### config.mk
export PLATFORM = sky130hd
export DESIGN_NAME = ser_frame_loader
export DESIGN_NICKNAME = d
export VERILOG_FILES = /design/src/rtl/ser_frame_loader_pkg.sv /design/src/rtl/ser_frame_loader_ser2par.sv /design/src/rtl/ser_frame_loader.sv
export SDC_FILE = /design/constraint.sdc
export NUM_CORES = 1
export LEC_CHECK = 0
export CORE_MARGIN = 2
export CORE_UTILIZATION = 53
export CTS_CLUSTER_DIAMETER = 200
export CTS_CLUSTER_SIZE = 28
export DETAILED_ROUTE_END_ITERATION = 12
export PLACE_DENSITY = 0.76
export SYNTH_ARGS = -nofsm -noshare
export SYNTH_HDL_FRONTEND = slang
export SYNTH_SLANG_ARGS = --single-unit
### constraint.sdc
create_clock -name clock -period 2.7 [get_ports clock]
set_input_delay 0.675 -clock clock [delete_from_list [all_inputs] [get_ports clock]]
set_output_delay 0.675 -clock clock [all_outputs]
set_load 0.02 [all_outputs]
### src/rtl/ser_frame_loader_pkg.sv
// Shared types and constants for the serial frame loader.
// Holds the frame FSM states, the output buffer depth and the default sync word.
package ser_frame_loader_pkg;

    typedef enum logic [1:0] {
        IDLE = 2'd0,
        ADDR = 2'd1,
        LEN  = 2'd2,
        DATA = 2'd3
    } state_t;

    localparam int BUF_DEPTH = 2;

    localparam logic [7:0] DEFAULT_SYNC = 8'hA5;

endpackage

### src/rtl/ser_frame_loader_ser2par.sv
// ser2par: single-bit serial to LENGTH-bit parallel deserializer.
// Ports: clock, reset (async, active-high), direct (0 = LSB first,
// 1 = MSB first), ivalid/idata (accepted bit), ovalid/odata (one-cycle
// word pulse after the LENGTH-th bit), pending (partial word held).
module ser2par
    import ser_frame_loader_pkg::*;
#(
    parameter int LENGTH = 8
) (
    input  logic              clock,
    input  logic              reset,
    input  logic              direct,
    input  logic              ivalid,
    input  logic              idata,
    output logic              ovalid,
    output logic [LENGTH-1:0] odata,
    output logic              pending
);

    localparam int CW = $clog2(LENGTH);

    logic [CW-1:0]     cnt;
    logic [LENGTH-1:0] shreg;
    logic [LENGTH-1:0] shnext;
    logic              last;

    // LSB-first shifts in at the top so the first bit ends at bit 0.
    always_comb begin
        shnext = direct ? {shreg[LENGTH-2:0], idata}
                        : {idata, shreg[LENGTH-1:1]};
        last   = (cnt == CW'(LENGTH - 1));
    end

    always_ff @(posedge clock or posedge reset) begin
        if (reset) begin
            cnt    <= '0;
            shreg  <= '0;
            ovalid <= 1'b0;
            odata  <= '0;
        end else begin
            ovalid <= ivalid & last;
            if (ivalid) begin
                shreg <= shnext;
                cnt   <= last ? '0 : cnt + CW'(1);
                if (last) begin
                    odata <= shnext;
                end
            end
        end
    end

    assign pending = (cnt != '0);

endmodule

### src/rtl/ser_frame_loader.sv
// ser_frame_loader: turns a framed serial stream (sync, base, length, data)
// into addressed write requests through a 2-entry output buffer.
// Ports: clock, reset (async, active-high), direct (bit order),
// sin_valid/sin_data/sin_ready (serial in), wr_valid/wr_ready/wr_addr/
// wr_data (write out), busy, frame_done and err_sync (one-cycle pulses).
module ser_frame_loader
    import ser_frame_loader_pkg::*;
#(
    parameter int               WIDTH = 8,
    parameter logic [WIDTH-1:0] SYNC  = WIDTH'(DEFAULT_SYNC)
) (
    input  logic             clock,
    input  logic             reset,
    input  logic             direct,
    input  logic             sin_valid,
    input  logic             sin_data,
    output logic             sin_ready,
    output logic             wr_valid,
    input  logic             wr_ready,
    output logic [WIDTH-1:0] wr_addr,
    output logic [WIDTH-1:0] wr_data,
    output logic             busy,
    output logic             frame_done,
    output logic             err_sync
);

    state_t state;
    state_t state_nx;

    logic             word_valid;
    logic [WIDTH-1:0] word;
    logic             bits_pending;

    logic [WIDTH-1:0] base;
    logic [WIDTH-1:0] len;
    logic [WIDTH-1:0] idx;
    logic             last_word;

    logic [2*WIDTH-1:0] buf_mem [BUF_DEPTH];
    logic               rd_ptr;
    logic               wr_ptr;
    logic [1:0]         count;
    logic               full;
    logic               empty;
    logic               push;
    logic               pop;

    ser2par #(
        .LENGTH (WIDTH)
    ) u_ser2par (
        .clock   (clock),
        .reset   (reset),
        .direct  (direct),
        .ivalid  (sin_valid & sin_ready),
        .idata   (sin_data),
        .ovalid  (word_valid),
        .odata   (word),
        .pending (bits_pending)
    );

    assign last_word = (idx == len);
    assign full      = (count == 2'(BUF_DEPTH));
    assign empty     = (count == 2'd0);
    assign push      = word_valid & (state == DATA);
    assign pop       = wr_valid & wr_ready;

    // State register
    always_ff @(posedge clock or posedge reset) begin
        if (reset) begin
            state <= IDLE;
        end else begin
            state <= state_nx;
        end
    end

    // Next state
    always_comb begin
        state_nx = state;
        case (state)
            IDLE: if (word_valid && word == SYNC) state_nx = ADDR;
            ADDR: if (word_valid) state_nx = LEN;
            LEN:  if (word_valid) state_nx = DATA;
            DATA: if (word_valid && last_word) state_nx = IDLE;
            default: state_nx = IDLE;
        endcase
    end

    // FSM outputs
    always_comb begin
        frame_done = 1'b0;
        err_sync   = 1'b0;
        if (word_valid) begin
            frame_done = (state == DATA) & last_word;
            err_sync   = (state == IDLE) & (word != SYNC);
        end
    end

    // Header registers; idx wraps with the address arithmetic.
    always_ff @(posedge clock or posedge reset) begin
        if (reset) begin
            base <= '0;
            len  <= '0;
            idx  <= '0;
        end else if (word_valid) begin
            case (state)
                ADDR: begin
                    base <= word;
                    idx  <= '0;
                end
                LEN:  len <= word;
                DATA: idx <= idx + WIDTH'(1);
                default: ;
            endcase
        end
    end

    // Output buffer: entry = {address, data}
    always_ff @(posedge clock or posedge reset) begin
        if (reset) begin
            for (int i = 0; i < BUF_DEPTH; i++) begin
                buf_mem[i] <= '0;
            end
            rd_ptr <= 1'b0;
            wr_ptr <= 1'b0;
            count  <= 2'd0;
        end else begin
            if (push) begin
                buf_mem[wr_ptr] <= {base + idx, word};
                wr_ptr          <= ~wr_ptr;
            end
            if (pop) begin
                rd_ptr <= ~rd_ptr;
            end
            case ({push, pop})
                2'b10:   count <= count + 2'd1;
                2'b01:   count <= count - 2'd1;
                default: count <= count;
            endcase
        end
    end

    assign wr_valid  = ~empty;
    assign wr_addr   = buf_mem[rd_ptr][2*WIDTH-1:WIDTH];
    assign wr_data   = buf_mem[rd_ptr][WIDTH-1:0];
    assign sin_ready = ~full;
    assign busy      = (state != IDLE) | bits_pending | ~empty;

endmodule
# ---- Word level (Yosys, flattened, before mapping)
# Cells that the tools add are included.
dict set report totals {
  word_cells 80
  output_inout_bits 21
  regBits 82
}
dict set report classes {
  bitwise 14
  mux 17
  reduce_logical 14
  order_cmp 3
  n_addsub 5
  eq_ne 14
}
# op n
set op_table {}
lappend op_table {{$mux 16} 4}
lappend op_table {{$bwmux 32} 1}
lappend op_table {{$demux 16 s1} 1}
lappend op_table {{$pmux 8 s2} 1}
lappend op_table {{$add 8x1->8 const B} 1}
lappend op_table {{$add 8x8->8} 1}
lappend op_table {{$eq 2x2->1 const B} 4}
lappend op_table {{$eq 8x8->1} 1}
lappend op_table {{$eq 8x8->1 const B} 1}
lappend op_table {{$mux 2} 4}
lappend op_table {{$mux 8} 1}
lappend op_table {{$ne 8x8->1 const B} 1}
lappend op_table {{$pmux 2 s4} 1}
lappend op_table {{$reduce_and 2->1} 4}
lappend op_table {{$and 1x1->1} 6}
lappend op_table {{$reduce_bool 2->1} 3}
lappend op_table {{$eq 2x1->1 const B} 2}
lappend op_table {{$ge 2x2->1 const B} 2}
lappend op_table {{$logic_not 2->1} 2}
lappend op_table {{$ne 2x1->1 const B} 2}
lappend op_table {{$ne 2x2->1 const B} 2}
lappend op_table {{$not 1->1} 4}
lappend op_table {{$not 1->2} 2}
lappend op_table {{$pmux 2 s2} 1}
lappend op_table {{other kinds (11)} 15}

# ---- Depth between registers and ports, before layout
dict set report depth {
  ltp_word 6
  mapped_depth 8
  depth_no_buf 8
}

# ---- Cells and area by module
# A second synthesis with hierarchy kept.
dict set report unflattened {
  hier_cells 336
  area_unflattened_um2 3987.6
}
# module cells_each area_per_inst_um2 n_inst
set by_module_without_submodules {}
lappend by_module_without_submodules {ser_frame_loader 257 3108.0 1}
lappend by_module_without_submodules {ser2par 79 879.6 1}

# ---- Worst setup path before layout
# OpenSTA, ideal clock, no wires.
dict set report synth_timing {
  kind {register -> output}
  from {register idx[2]}
  to {output port frame_done}
  required_time_ns 2.025
  setup_slack_ns 0.760
  path_stages_with_launch 5
  path_buffers 0
  arrival_ns 1.265
  path_cell_list {dfrtp_1 > xor2_1 > nor4_2 > nand2_1 > nor2_1}
}
dict set report synth_between {
  elab_chain_cells 3
}
# element line
set synth_lines {}
lappend synth_lines {{start, declared} ser_frame_loader.sv:36} ;# logic [WIDTH-1:0] idx;
lappend synth_lines {{start signal, assigned} ser_frame_loader.sv:111} ;# DATA: idx <= idx + WIDTH'(1);
lappend synth_lines {{$eq 8x8->1} ser_frame_loader.sv:61} ;# assign last_word = (idx == len);
lappend synth_lines {{$and 1x1->1} ser_frame_loader.sv:93} ;# frame_done = (state == DATA) & last_word;
lappend synth_lines {{$mux 1} ser_frame_loader.sv:92} ;# if (word_valid) begin
lappend synth_lines {{end, declared} ser_frame_loader.sv:23} ;# output logic frame_done,
# No other way between the ends.

# ---- Final worst setup path
dict set report layout_timing {
  from {register rd_ptr}
  to {output port wr_data[6]}
}
dict set report layout_between {
  elab_chain_cells 4
}
# element line
set layout_lines {}
lappend layout_lines {{start, declared} ser_frame_loader.sv:40} ;# logic rd_ptr;
lappend layout_lines {{start signal, assigned} ser_frame_loader.sv:132} ;# rd_ptr <= ~rd_ptr;
lappend layout_lines {{$not 1->2 (implied by the code)} ser_frame_loader.sv:144} ;# assign wr_data = buf_mem[rd_ptr][WIDTH-1:0];
lappend layout_lines {{$mux 16 (implied by the code) (3 in a row)} ser_frame_loader.sv:144}
lappend layout_lines {{end, declared} ser_frame_loader.sv:21} ;# output logic [WIDTH-1:0] wr_data,
# No other way between the ends. The select of a mux whose other input is x is not followed.

==> impl_metrics.csv <==
group,metric,value,unit
sta,setup_viol,0,
sta,min_period,2620,ps
hold_path,hold_start,"buf_mem[31]",
routing,drt_iter0_drc,121,
clock_tree,cts.htree.levels,3,
routing,vias,2550,
floorplan,initial_core_util,0.547,
routing,drtPass1Iterations,4,
place,dp_cells,461,
finish,drive_gt1_frac,0.235,
grt,antenna_found_initial,0,
clock_tree,clockBufferDepth,2,
place,place_area,0.00440,sq mm
routing,avgRoutedWirePerCell,15.8,um
synthesis,ys_seq_area_frac,0.520,
sta,slew_violations,0,
worst_setup_path,start_kind,"register",
worst_setup_path,r2r_slack,610,ps
grt,track_usage,0.198,
routing,wl_met1,3530,um
grt,grt_pass1_vias,2562,
sta,rsz0062_at_grt,"false",
sta,finClkSkew,9.99,ps
pwr,power.total,0.00290,W
job,maxCapViolCount,0,
hold_path,hold_class,"reg2reg",
worst_setup_path,worstSetupPathType,"reg2out",
worst_setup_path,crit_fanout,16,
routing,ant_nets,0,
clock_tree,cts.sinks,82,
place,gp_congestion,0.858,
place,port_buffers,26,
synthesis,synthFlopType,"dfrtp_1",
sta,fin_crit_sh,0.969,
pwr,vdd_drop_max,556,uV
synthesis,synth_area,0.00395,sq mm
grt,grt_pass1_wl,12700,um
worst_setup_path,worst_ep_arrival_time,1940,ps
pwr,p_per_area,635,mW/mm^2
worst_setup_path,regToRegStartpoint,"idx[0]",
synthesis,synth-edff-count,0,
sta,timing.hold.ws,480,ps
finish,stdcell_area,0.00457,sq mm
finish,stdcell_count,477,
sta,final_hold_viol_count,0,
synthesis,async_reset_ff_frac,1.00,
status,outcome,"complete, no violations",
clock_tree,cts_hold_buf,0,
floorplan,core-area,0.00721,sq mm
sta,relSlewSlack,0.465,
finish,area_delta_synth_final,15.8,%
clock_tree,tritoncts.num_buffers,9,
synthesis,syn_nets,358,
clock_tree,clock-root-buffer,"clkbuf_8",
clock_tree,clk_latency,350,ps
synthesis,yosysUniqueCellTypes,40,
floorplan,die_h,90.3,um
sta,tns,0,ps
routing,viasPerCell,5.35,
floorplan,rows,31,
floorplan,io_pins,27,
pwr,leakagePower,2.28,nW
synthesis,avgSynthCellArea,11.8,sq um
routing,wl_met3,167,um
grt,grt_max_degree,54,
synthesis,yosysWarnings,0,
worst_setup_path,worstPathRequired,2030,ps
worst_setup_path,crit_chain,"buf_4 -> mux2_2 -> clkdlybuf4s50_1",
place,hpwlAfterDp,5470,um
routing,route.top_layer_used,"met4",
clock_tree,cts_tree,"yes",
synthesis,syn_inst,334,
clock_tree,postCtsSetupRepairBufs,0,
worst_setup_path,endpoint_kind,"primary output",
synthesis,ys_seq_elements,82,
finish,num_antenna_cells,0,
finish,nNetsFinal,397,
grt,grt_overflow,0,
worst_setup_path,crit_path_max_incr_delay,540,ps
routing,routed_wl,7550,um
worst_setup_path,critPathLaunch,"rd_ptr",
clock_tree,clk_pin_slew_worst_paths,90,ps
floorplan,dieArea,0.00815,sq mm
routing,drc,0,
floorplan,fp.dieW,90.3,um
worst_setup_path,crit_slowest_cell,"clkdlybuf4s50_1",
sta,tightest_slew,800,ps
sta,max_freq,382,MHz
routing,met2_wirelength,3650,um
-- worst paths after layout --
kind / to / depth (start not counted)
min: buf_mem[31] / 2
min in group asynchronous: u_ser2par.cnt[2] / 2
min reg2reg: buf_mem[31] / 2
max reg2reg: buf_mem[30] / 9
max in group asynchronous: u_ser2par.odata[5] / 3
max: wr_data[6] / 3
-- cell usage after synthesis, drive strengths merged, types with 2 or more instances --
library cell   n  area share
dfrtp         82        0.52
mux2          55        0.16
nand2         39       0.038
o21ai         30       0.038
ha            17       0.054
xor2          14       0.031
mux2i         10       0.025
nor2          10      0.0095
inv            9      0.0086
xnor2          8       0.018
clkbuf         7      0.0067
buf            6      0.0092
nand3          6      0.0076
a21oi          5      0.0073
o21a           4      0.0076
and3           3      0.0048
nand4          3      0.0048
nor3           3      0.0038
a21o           2      0.0038
and2           2      0.0032
nor4           2      0.0063
nor4bb         2      0.0051
o31ai          2      0.0038
or2            2      0.0032
-- critical path: cells and delay by family (launching register included) --
family                 cells  cell delay [ps]
buffers and inverters      2              820
muxes                      1              390
DFF                        1              380
-- logic make-up (layout without fill, tap and decap cells) --
kind of cell | after synthesis | count (layout) | share of synthesized area
buf+inv | 22 | 66 | 0.0244
mux | 65 | 65 | 0.182
simple gates | 77 | 77 | 0.0951
compound gates | 48 | 48 | 0.0704
flops | 82 | 82 | 0.520
xor+xnor | 22 | 22 | 0.0488
fa+ha+maj | 18 | 18 | 0.0590
-- through the flow --
| step | util | setup slack [ps] |
|---|---|---|
| 2_1_floorplan | - | 760 |
| 3_3_place_gp | 0.609 | 233 |
| 3_5_place_dp | 0.609 | 198 |
| 4_1_cts | 0.634 | 50.7 |
| 5_1_grt | 0.634 | 29.3 |
| 6_report | 0.634 | 82.8 |
-- metal layers --
metal  global-route usage  up-vias
li1                     -     1242
met1                0.263     1249
met2                0.322       42
met3               0.0317       17
met4               0.0949        0
met5                    0        -
-- report_power, final --
part / leakage (nW) / switching (W) / internal, W / total [W]
clock: 0.0835 / 0.000463 / 0.000344 / 0.000807
combinational: 1.07 / 0.000340 / 0.000276 / 0.000616
sequential: 1.12 / 0.000114 / 0.00137 / 0.00148
total: 2.28 / 0.000917 / 0.00199 / 0.00290
-- flip-flops by register name, indices dropped and copies added (netlist names) --
name	cells
base	8
buf_mem	32
count	2
idx	8
len	8
rd_ptr	1
state	2
u_ser2par.cnt	3
u_ser2par.odata	8
u_ser2par.ovalid	1
u_ser2par.shreg	8
wr_ptr	1
-- final cells by class --
cell class / count / area (sq um)
Tap cell: 99 / 124
Timing Repair Buffer: 41 / 382
Clock inverter: 6 / 50.0
Clock buffer: 10 / 128
Multi-Input combinational cell: 230 / 1800
Inverter: 9 / 37.5
Sequential cell: 82 / 2050
Fill cell: 615 / 2640
-- what timing repair did --
item	in CTS	in global routing
gates resized for setup	4	0
endpoints found under the setup margin	3	0
endpoints found under the hold margin	0	0
-- cell usage in the layout (no fill, tap or decap), drive strengths merged, types with 10 or more instances in the layout --
master         instances
dfrtp                 82
mux2                  55
nand2                 39
o21ai                 30
clkdlybuf4s50         23
ha                    17
buf                   15
xor2                  14
nor2                  10
mux2i                 10
clkbuf                10
inv                   10
(Power assumes the default switching activity.)
